## src/rtl/bitwrite_rr_scheduler.sv

```systemverilog
// Round-robin arbiter sharing the single-port bit-RAM write channel among NUM_CORES cores.
// One grant per clock, registered RAM write and a one-cycle ACK back to the winning core.
module bitwrite_rr_scheduler #(
  parameter int NUM_CORES = 4,
  parameter int ADDR_W    = 16,
  parameter int PTR_W     = 2
) (
  input  logic                        i_clk,
  input  logic                        i_rst,
  input  logic [NUM_CORES-1:0]        i_core_req,
  input  logic [NUM_CORES-1:0]        i_core_write_data,
  input  logic [NUM_CORES*ADDR_W-1:0] i_core_write_addr,
  input  logic                        i_ram_hold,
  output logic                        o_ram_we,
  output logic                        o_ram_write_data,
  output logic [ADDR_W-1:0]           o_ram_write_addr,
  output logic [NUM_CORES-1:0]        o_core_ack,
  output logic [15:0]                 o_grant_cnt,
  output logic                        o_busy
);

  typedef enum logic [1:0] {S_IDLE, S_GRANT, S_STALL} state_t;

  state_t               r_state;
  logic [PTR_W-1:0]     r_ptr;
  logic [NUM_CORES-1:0] r_mask;

  logic [NUM_CORES-1:0] w_elig;
  logic                 w_any;
  logic                 w_found;
  logic                 w_grant;
  logic [PTR_W-1:0]     w_gnt_idx;
  logic [PTR_W-1:0]     w_ptr_nxt;
  logic [NUM_CORES-1:0] w_gnt_onehot;
  int                   w_idx;

  // The mask hides the still-high request of the core whose ACK is in flight.
  assign w_elig  = i_core_req & ~r_mask;
  assign w_any   = |w_elig;
  assign o_busy  = w_any;
  assign w_grant = w_found & ~i_ram_hold;

  always_comb begin
    w_found   = 1'b0;
    w_gnt_idx = '0;
    w_idx     = 0;
    for (int k = 0; k < NUM_CORES; k++) begin
      w_idx = int'(r_ptr) + k;
      if (w_idx >= NUM_CORES) w_idx = w_idx - NUM_CORES;
      if (!w_found && w_elig[w_idx]) begin
        w_found   = 1'b1;
        w_gnt_idx = PTR_W'(w_idx);
      end
    end
  end

  assign w_ptr_nxt    = (w_gnt_idx == PTR_W'(NUM_CORES - 1)) ? '0 : w_gnt_idx + PTR_W'(1);
  assign w_gnt_onehot = NUM_CORES'(1) << w_gnt_idx;

  always_ff @(posedge i_clk) begin
    if (i_rst) begin
      r_state          <= S_IDLE;
      r_ptr            <= '0;
      r_mask           <= '0;
      o_ram_we         <= 1'b0;
      o_ram_write_data <= 1'b0;
      o_ram_write_addr <= '0;
      o_core_ack       <= '0;
      o_grant_cnt      <= '0;
    end else begin
      o_ram_we   <= w_grant;
      o_core_ack <= '0;
      r_mask     <= '0;
      if (w_grant) begin
        o_ram_write_addr <= i_core_write_addr[int'(w_gnt_idx)*ADDR_W +: ADDR_W];
        o_ram_write_data <= i_core_write_data[w_gnt_idx];
        o_core_ack       <= w_gnt_onehot;
        r_mask           <= w_gnt_onehot;
        r_ptr            <= w_ptr_nxt;
        o_grant_cnt      <= o_grant_cnt + 16'd1;
      end
      case (r_state)
        S_IDLE: begin
          if (w_any) r_state <= i_ram_hold ? S_STALL : S_GRANT;
        end
        S_GRANT: begin
          if (i_ram_hold)  r_state <= S_STALL;
          else if (!w_any) r_state <= S_IDLE;
        end
        S_STALL: begin
          if (!i_ram_hold) r_state <= w_any ? S_GRANT : S_IDLE;
        end
        default: r_state <= S_IDLE;
      endcase
    end
  end

endmodule

```

## config.mk

```make
export PLATFORM = sky130hd
export DESIGN_NAME = bitwrite_rr_scheduler
export DESIGN_NICKNAME = d
export VERILOG_FILES = /design/src/rtl/bitwrite_rr_scheduler.sv
export SDC_FILE = /design/constraint.sdc
export NUM_CORES = 1
export LEC_CHECK = 0
export BUFFER_PORTS_ARGS = -buffer_cell sky130_fd_sc_hd__buf_2
export CAP_MARGIN = 10
export CORE_UTILIZATION = 46
export DETAILED_ROUTE_END_ITERATION = 6
export PLACE_DENSITY = 0.77
export SLEW_MARGIN = 20
export SYNTH_ARGS = -nofsm -noshare
export SYNTH_HDL_FRONTEND = slang
export SYNTH_SLANG_ARGS = --single-unit
```

## constraint.sdc

```tcl
create_clock -name i_clk -period 2 [get_ports i_clk]
set_clock_uncertainty 0.15 [all_clocks]
set_input_delay 0.1 -clock i_clk [delete_from_list [all_inputs] [get_ports i_clk]]
set_output_delay 0.1 -clock i_clk [all_outputs]
set_load 0.05 [all_outputs]
```

==> results of run 1 <==
## cell usage after synthesis (2+ instances only)
cell type	number	area, µm²
buf_4	2	15.0
and2_1	3	18.8
o211ai_1	2	15.0
buf_2	3	15.0
a21oi_1	6	30.0
nand4_1	7	43.8
xnor2_1	5	43.8
nor2_1	22	82.6
a211oi_4	2	40.0
buf_6	2	22.5
dfxtp_1	40	801
mux2i_1	33	330
nor4_1	3	18.8
nor3_1	2	10.0
clkbuf_1	3	11.3
nand3_1	6	30.0
o221ai_2	10	150
nand2_1	24	90.1
inv_1	4	15.0
xor2_1	9	78.8
nand2b_1	4	25.0
o221ai_1	6	52.6
nor2b_1	4	25.0
## registers in the layout, summed over array words and instances (netlist names)
name,cells
r_ptr,2
o_ram_write_data,1
o_ram_write_addr,16
r_mask,4
o_grant_cnt,16
o_ram_we,1
## layer usage
metal / part of all wire / GRT usage
met1: 0.38 / 0.340
met2: 0.50 / 0.567
met3: 0.054 / 0.0917
met4: 0.060 / 0.194
met5: 0 / 0
## cells in the final DEF, fill, tap and decap left out, drive strengths merged, types with 6 or more instances in the layout
| cell type | Yosys | final |
|---|---|---|
| o221ai | 16 | 16 |
| mux2i | 33 | 33 |
| nand3 | 6 | 6 |
| buf | 8 | 138 |
| clkbuf | 3 | 7 |
| nor2 | 23 | 23 |
| nand2 | 25 | 25 |
| nand4 | 7 | 7 |
| dlygate4sd3 | 0 | 53 |
| a21oi | 7 | 7 |
| dfxtp | 40 | 40 |
| xor2 | 9 | 9 |
## final timing paths
check / from / endpoint / cells past startpoint
worst min-delay path: i_core_write_addr[36] / o_ram_write_addr[4] / 3
worst max-delay path: r_mask[3] / o_ram_write_addr[5] / 7
worst max register to register: r_mask[3] / o_ram_write_addr[5] / 7
worst min register to register: o_ram_write_addr[7] / o_ram_write_addr[7] / 2
## layout make-up
type	count	share of cell area
clock inverters	1	0.00129
diodes	1	0.000647
inverters	4	0.00388
multi-input cells	172	0.383
flip-flops and latches	40	0.211
well taps	67	0.0217
repair buffers	191	0.352
clock buffers	7	0.0252
## power by group through the flow
stage | logic, mW | registers [mW] | clock network, mW
final | 1.11 | 0.918 | 0.603
after global routing | 1.16 | 0.922 | 0.645
after CTS | 0.986 | 0.908 | 0.608
after detailed placement | 0.886 | 0.923 | 0
after global placement | 0.871 | 0.925 | 0
after floorplan | 0.418 | 1.13 | 0
## cell families (layout without fill, tap and decap cells)
group	count (synthesis)	count (layout)
simple gates	86	86
other cells	0	1
fa+ha+maj	1	1
mux	34	34
flops	40	40
compound gates	37	37
buf+inv	15	203
xor+xnor	14	14
## timing repair
item                                   in CTS  in global routing
endpoints found under the hold margin      15                  0
hold buffers                               53                  0
resized for setup                           2                 22
setup endpoints to repair                  18                 20
setup buffers                               2                  5
pin swaps                                   2                  8
## worst max-delay path: stages (launching register included)
cell and delay (ps):
dfxtp_2 330, nand2b_4 150, buf_4 140, a211oi_4 380, o2bb2ai_4 150, buf_12 170
mux2i_1 210, o221ai_2 130
## metrics by stage
| stage | total power, mW | instance area, µm² | setup TNS (ps) | hold slack, ps |
|---|---|---|---|---|
| 2_1_floorplan | 1.55 | 2280 | 0 | 39.9 |
| 3_3_place_gp | 1.80 | 3050 | -94.3 | 262 |
| 3_5_place_dp | 1.81 | 3050 | -1100 | 272 |
| 4_1_cts | 2.50 | 3710 | 0 | 1.29 |
| 5_1_grt | 2.73 | 3870 | -67.6 | 7.03 |
| 6_report | 2.63 | 3870 | 0 | -4.74 |
==> impl_results.md, run 1 <==
- Hpwl dp: approximately 4400 µm
- Internal: between 1.5 and 2 mW
- Area occupied by multi-input gates: 0.00148 mm²
- Placeable Area: approximately 0.0047 mm²
- Final period demand of the worst path: a little under 2000 ps
- Crit. End Element: flip-flop
- Peak supply drop: slightly below 0.5 mV
- Mapped Nets: between 300 and 400
- Fin util: 0.819
- Primary FF master, synth: dfxtp_1
- Multiplexer share of the synthesized area: 0.152
- Register area share after synthesis: 0.353
- Vias in the first global route: approximately 2600
- CTS Buf Count: 5
- Slew Limit Fails: 0
- Rel. slew slack: 0.539
- Switch Pwr: 0.959 mW
- Clock buffer depth: 2
- CP Data Arrival Time: ~2000 ps
- Critical path required time: 2020 ps
- Number of synthesized flops with an enable pin: 0
- Largest net degree at the start of global routing: 22
- Routed Wire Length: between 8000 and 9000 µm
- First-pass GRT wire length: between 10000 and 15000 µm
- Achievable Freq: approximately 0.52 GHz
- # IOs: roughly 110
- Seq pwr share: 0.349
- Asr flop ratio synth: 0
- GPL Wtd Cong: between 0.8 and 0.9
- Failing checks: hold timing
- # DRC: 0
- Drt first pass iters: 4
- Synth unique cells: 48
- Worst-Skew Late Latency: just under 300 ps
- H-tree levels: 2
- Die footprint: ~0.0052 mm²
- Filler Cell Count: approximately 270
- Initial DRC count: between 100 and 150
- Leak pwr: between 1.5 and 2 nW
- CP Launch Type: flip-flop
- Dpl cells: roughly 410
- Hold_ws: -4.74 ps
- CTS sink cnt: 40
- GRT Residual Overflow: 0
- Synth Register Bits: 40
- Syn Area/Cell: 9.98 µm²
- Max Cap Violations: 0
- Crit-path max FO: 12
- Synthesis-to-layout area growth: 70.6%
- PD cells: around 680 mW/mm²
- Initial antenna violation count: 1
- Via-to-Cell Ratio: 5.35
- Post-synthesis simple-gate area fraction: 0.202
- Post-Synthesis Cell Area: approximately 0.0023 mm²
- Synth Area in Compound Gates: 0.192
- Worst-margin pin slew: ~690 ps
- Register area: between 800 and 900 µm²
- Final Instance Count excl. Fillers: between 400 and 500
- Routed vias: between 2000 and 3000
- Post-Synthesis Cells: 227
- Largest family of logic cells by synthesized area: simple AND/OR/NAND/NOR gates
- Worst Setup Path Type: flip-flop to flip-flop
- Die H: a little over 70 µm
- Rows: 25
- CTS tree: done
- Status: finished, violations left
- Setup WS post-layout: a little under 60 ps
- R2R setup slack: roughly 59 ps
- Sw frac: 0.365
- Adder-cell share of the synthesized area: 0.00552
- Die W: ~72 µm
- Hold Vio Cnt, Final: 2
- Starting density of the core: 0.480
- Period utilisation layout: 0.970
- Ys Warns: 0
- GRT Overall Usage: 0.322
- Number of nets in the layout: slightly below 500
- ANT nets after route: 0
- XOR/XNOR Fraction of Synth Area: 0.0541
- Combinational share of power: 0.422
- Worst slack at placement: -112 ps
- CTS clock-pin slew for the worst setup and hold paths: 70 ps
- Avg WL per Cell: approximately 17 µm
- Clock root buffer master: clkbuf_8
- Worst hold path type: input pin to flip-flop
- Setup-failing EPs final: 0
- Fraction of layout cells with a size suffix above 1: 0.472
- Clock network power share: 0.229
- IO buf count: 113
Note: power is estimated with default switching activity, not from simulation.
==> run 2, diff against run 1 <==
- CORE_UTILIZATION: 46 -> 49
- PLACE_DENSITY: 0.77 -> 0.81
- clock period: 2 -> 2.4 ns (I/O delays scaled with it)
==> run 2 against run 1 <==
  * The flow still finishes with violations (hold timing)
  * Sequential cell count is the same
  * Sequential power down 17%
  * Largest power group is now registers
  * Global-route usage is 6.6 points lower
  * Core utilization is 13 points lower
==> impl_results.md, run 2 (synthesized netlist as in run 1, its figures left out) <==
- Rows: 24
- Starting density of the core: 0.513
- Hold Vio Cnt, Final: 2
- CTS clock-pin slew for the worst setup and hold paths: 80 ps
- Worst Setup Path Type: flip-flop to flip-flop
- PD cells: just over 600 mW/mm²
- Clock buffer depth: 2
- Failing checks: hold timing
- Final period demand of the worst path: between 2000 and 2500 ps
- Synthesis-to-layout area growth: 34.3%
- CTS resizes: 0
- Worst slack at placement: roughly 180 ps
- Dpl cells: roughly 390
- Initial antenna violation count: 0
- Die footprint: 0.00490 mm²
- Worst-Skew Late Latency: between 200 and 300 ps
- Number of setup buffers added after CTS: 0
- Setup-failing EPs final: 0
- # DRC: 0
- First-pass GRT wire length: between 10000 and 15000 µm
- Routed Wire Length: approximately 6200 µm
- Initial DRC count: 97
- Critical path required time: between 2000 and 2500 ps
- Final Instance Count excl. Fillers: between 400 and 500
- Vias in the first global route: about 2200
- Largest registers: o_grant_cnt (16), o_ram_write_addr (16), r_mask (4)
- Peak supply drop: between 0.3 and 0.4 mV
- Leak pwr: around 1.5 nW
- Fraction of layout cells with a size suffix above 1: 0.429
- Crit-path max FO: 23
- Worst hold path type: input pin to flip-flop
- Cts-stage hold buffer count: 11
- ANT cells: 0
- ANT nets after route: 0
- CTS sink cnt: 40
- Post-route setup TNS: 0 ps
- R2r worst-path depth: 5
- Worst-margin pin slew: between 1000 and 1500 ps
- Status: finished, violations left
- Die H: about 70 µm
- Hold path depth: 3
- Routed vias: ~2300
- GPL Wtd Cong: about 0.84
- Placeable Area: around 0.0044 mm²
- RSZ-0062 raised after global routing: false
- # IOs: around 110
- GRT Overall Usage: 0.256
- Crit. End Element: flip-flop
- Achievable Freq: between 0.4 and 0.5 GHz
- GRT Residual Overflow: 0
- Die W: roughly 70 µm
- Slew Limit Fails: 0
- Largest net degree at the start of global routing: 24
- Commonest non-fill, non-tap cells in the layout: buf_2, dfxtp_1, mux2i_1
- Clock root buffer master: clkbuf_8
- Max Cap Violations: 0
- CTS tree: done
- Drt first pass iters: 4
- Total Power: approximately 1.9 mW
- H-tree levels: 2
- CP Launch Type: flip-flop
- CTS Buf Count: 5
- Setup WS post-layout: between 150 and 200 ps
- Via-to-Cell Ratio: 5.58
- CP Data Arrival Time: ~2200 ps
- Avg WL per Cell: around 15 µm
- Number of nets in the layout: roughly 430
- Period utilisation layout: 0.921
- IO buf count: 113
- Hpwl dp: around 4400 µm
- Hold_ws: -2.98 ps
- Filler Cell Count: roughly 360
- Commonest non-fill, non-tap cell in the layout: buf_2
- Rel. slew slack: 0.326
run 2: changes by cell type in the layout (fill, tap and decap cells not counted), sizes merged:
| cell | change |
|---|---|
| dlygate4sd3 | -42 |
| buf | -20 |
| clkbuf | -1 |
| diode | -1 |
run 2: path summary, 6_finish.rpt:
check                                           start                  end  slack [ps]
worst min register to register       o_ram_write_data     o_ram_write_data         310
worst max register to register               r_ptr[0]  o_ram_write_addr[6]         190
worst max-delay path                         r_ptr[0]  o_ram_write_addr[6]         190
worst min-delay path            i_core_write_addr[16]  o_ram_write_addr[0]          -3
run 2: stage by stage:
step	utilization	cell area, µm²
3_5_place_dp	0.647	2860
6_report	0.689	3040
3_3_place_gp	0.647	2860
2_1_floorplan	-	2270
4_1_cts	0.689	3040
5_1_grt	0.689	3040
run 2: layer usage:
metal,part of all wire,wire length [µm],GRT usage,up-vias
met5,0,0,0,-
met4,0.031,189,0.104,0
met3,0.040,247,0.0418,20
met2,0.51,3120,0.457,79
met1,0.42,2610,0.303,1068
li1,-,-,-,1086
run 2: power breakdown:
group	total, mW	switching [mW]	internal (mW)
combinational	0.684	0.431	0.253
clock	0.419	0.221	0.198
sequential	0.760	0.0418	0.718
run 2: cell type report:
class,instances,area [µm²],share of cell area
inverters,4,15.0,0.00493
multi-input cells,172,1370,0.451
flip-flops and latches,40,801,0.263
well taps,52,65.1,0.0214
clock buffers,6,72.6,0.0238
clock inverters,1,5.00,0.00164
repair buffers,129,713,0.234
run 2: worst max-delay path, cell delays in order, from the launching register on:
cell       delay, ps
dfxtp_1          390
nor3b_2          310
a211oi_4         100
o2bb2ai_4        660
mux2i_1          310
o221ai_2         120
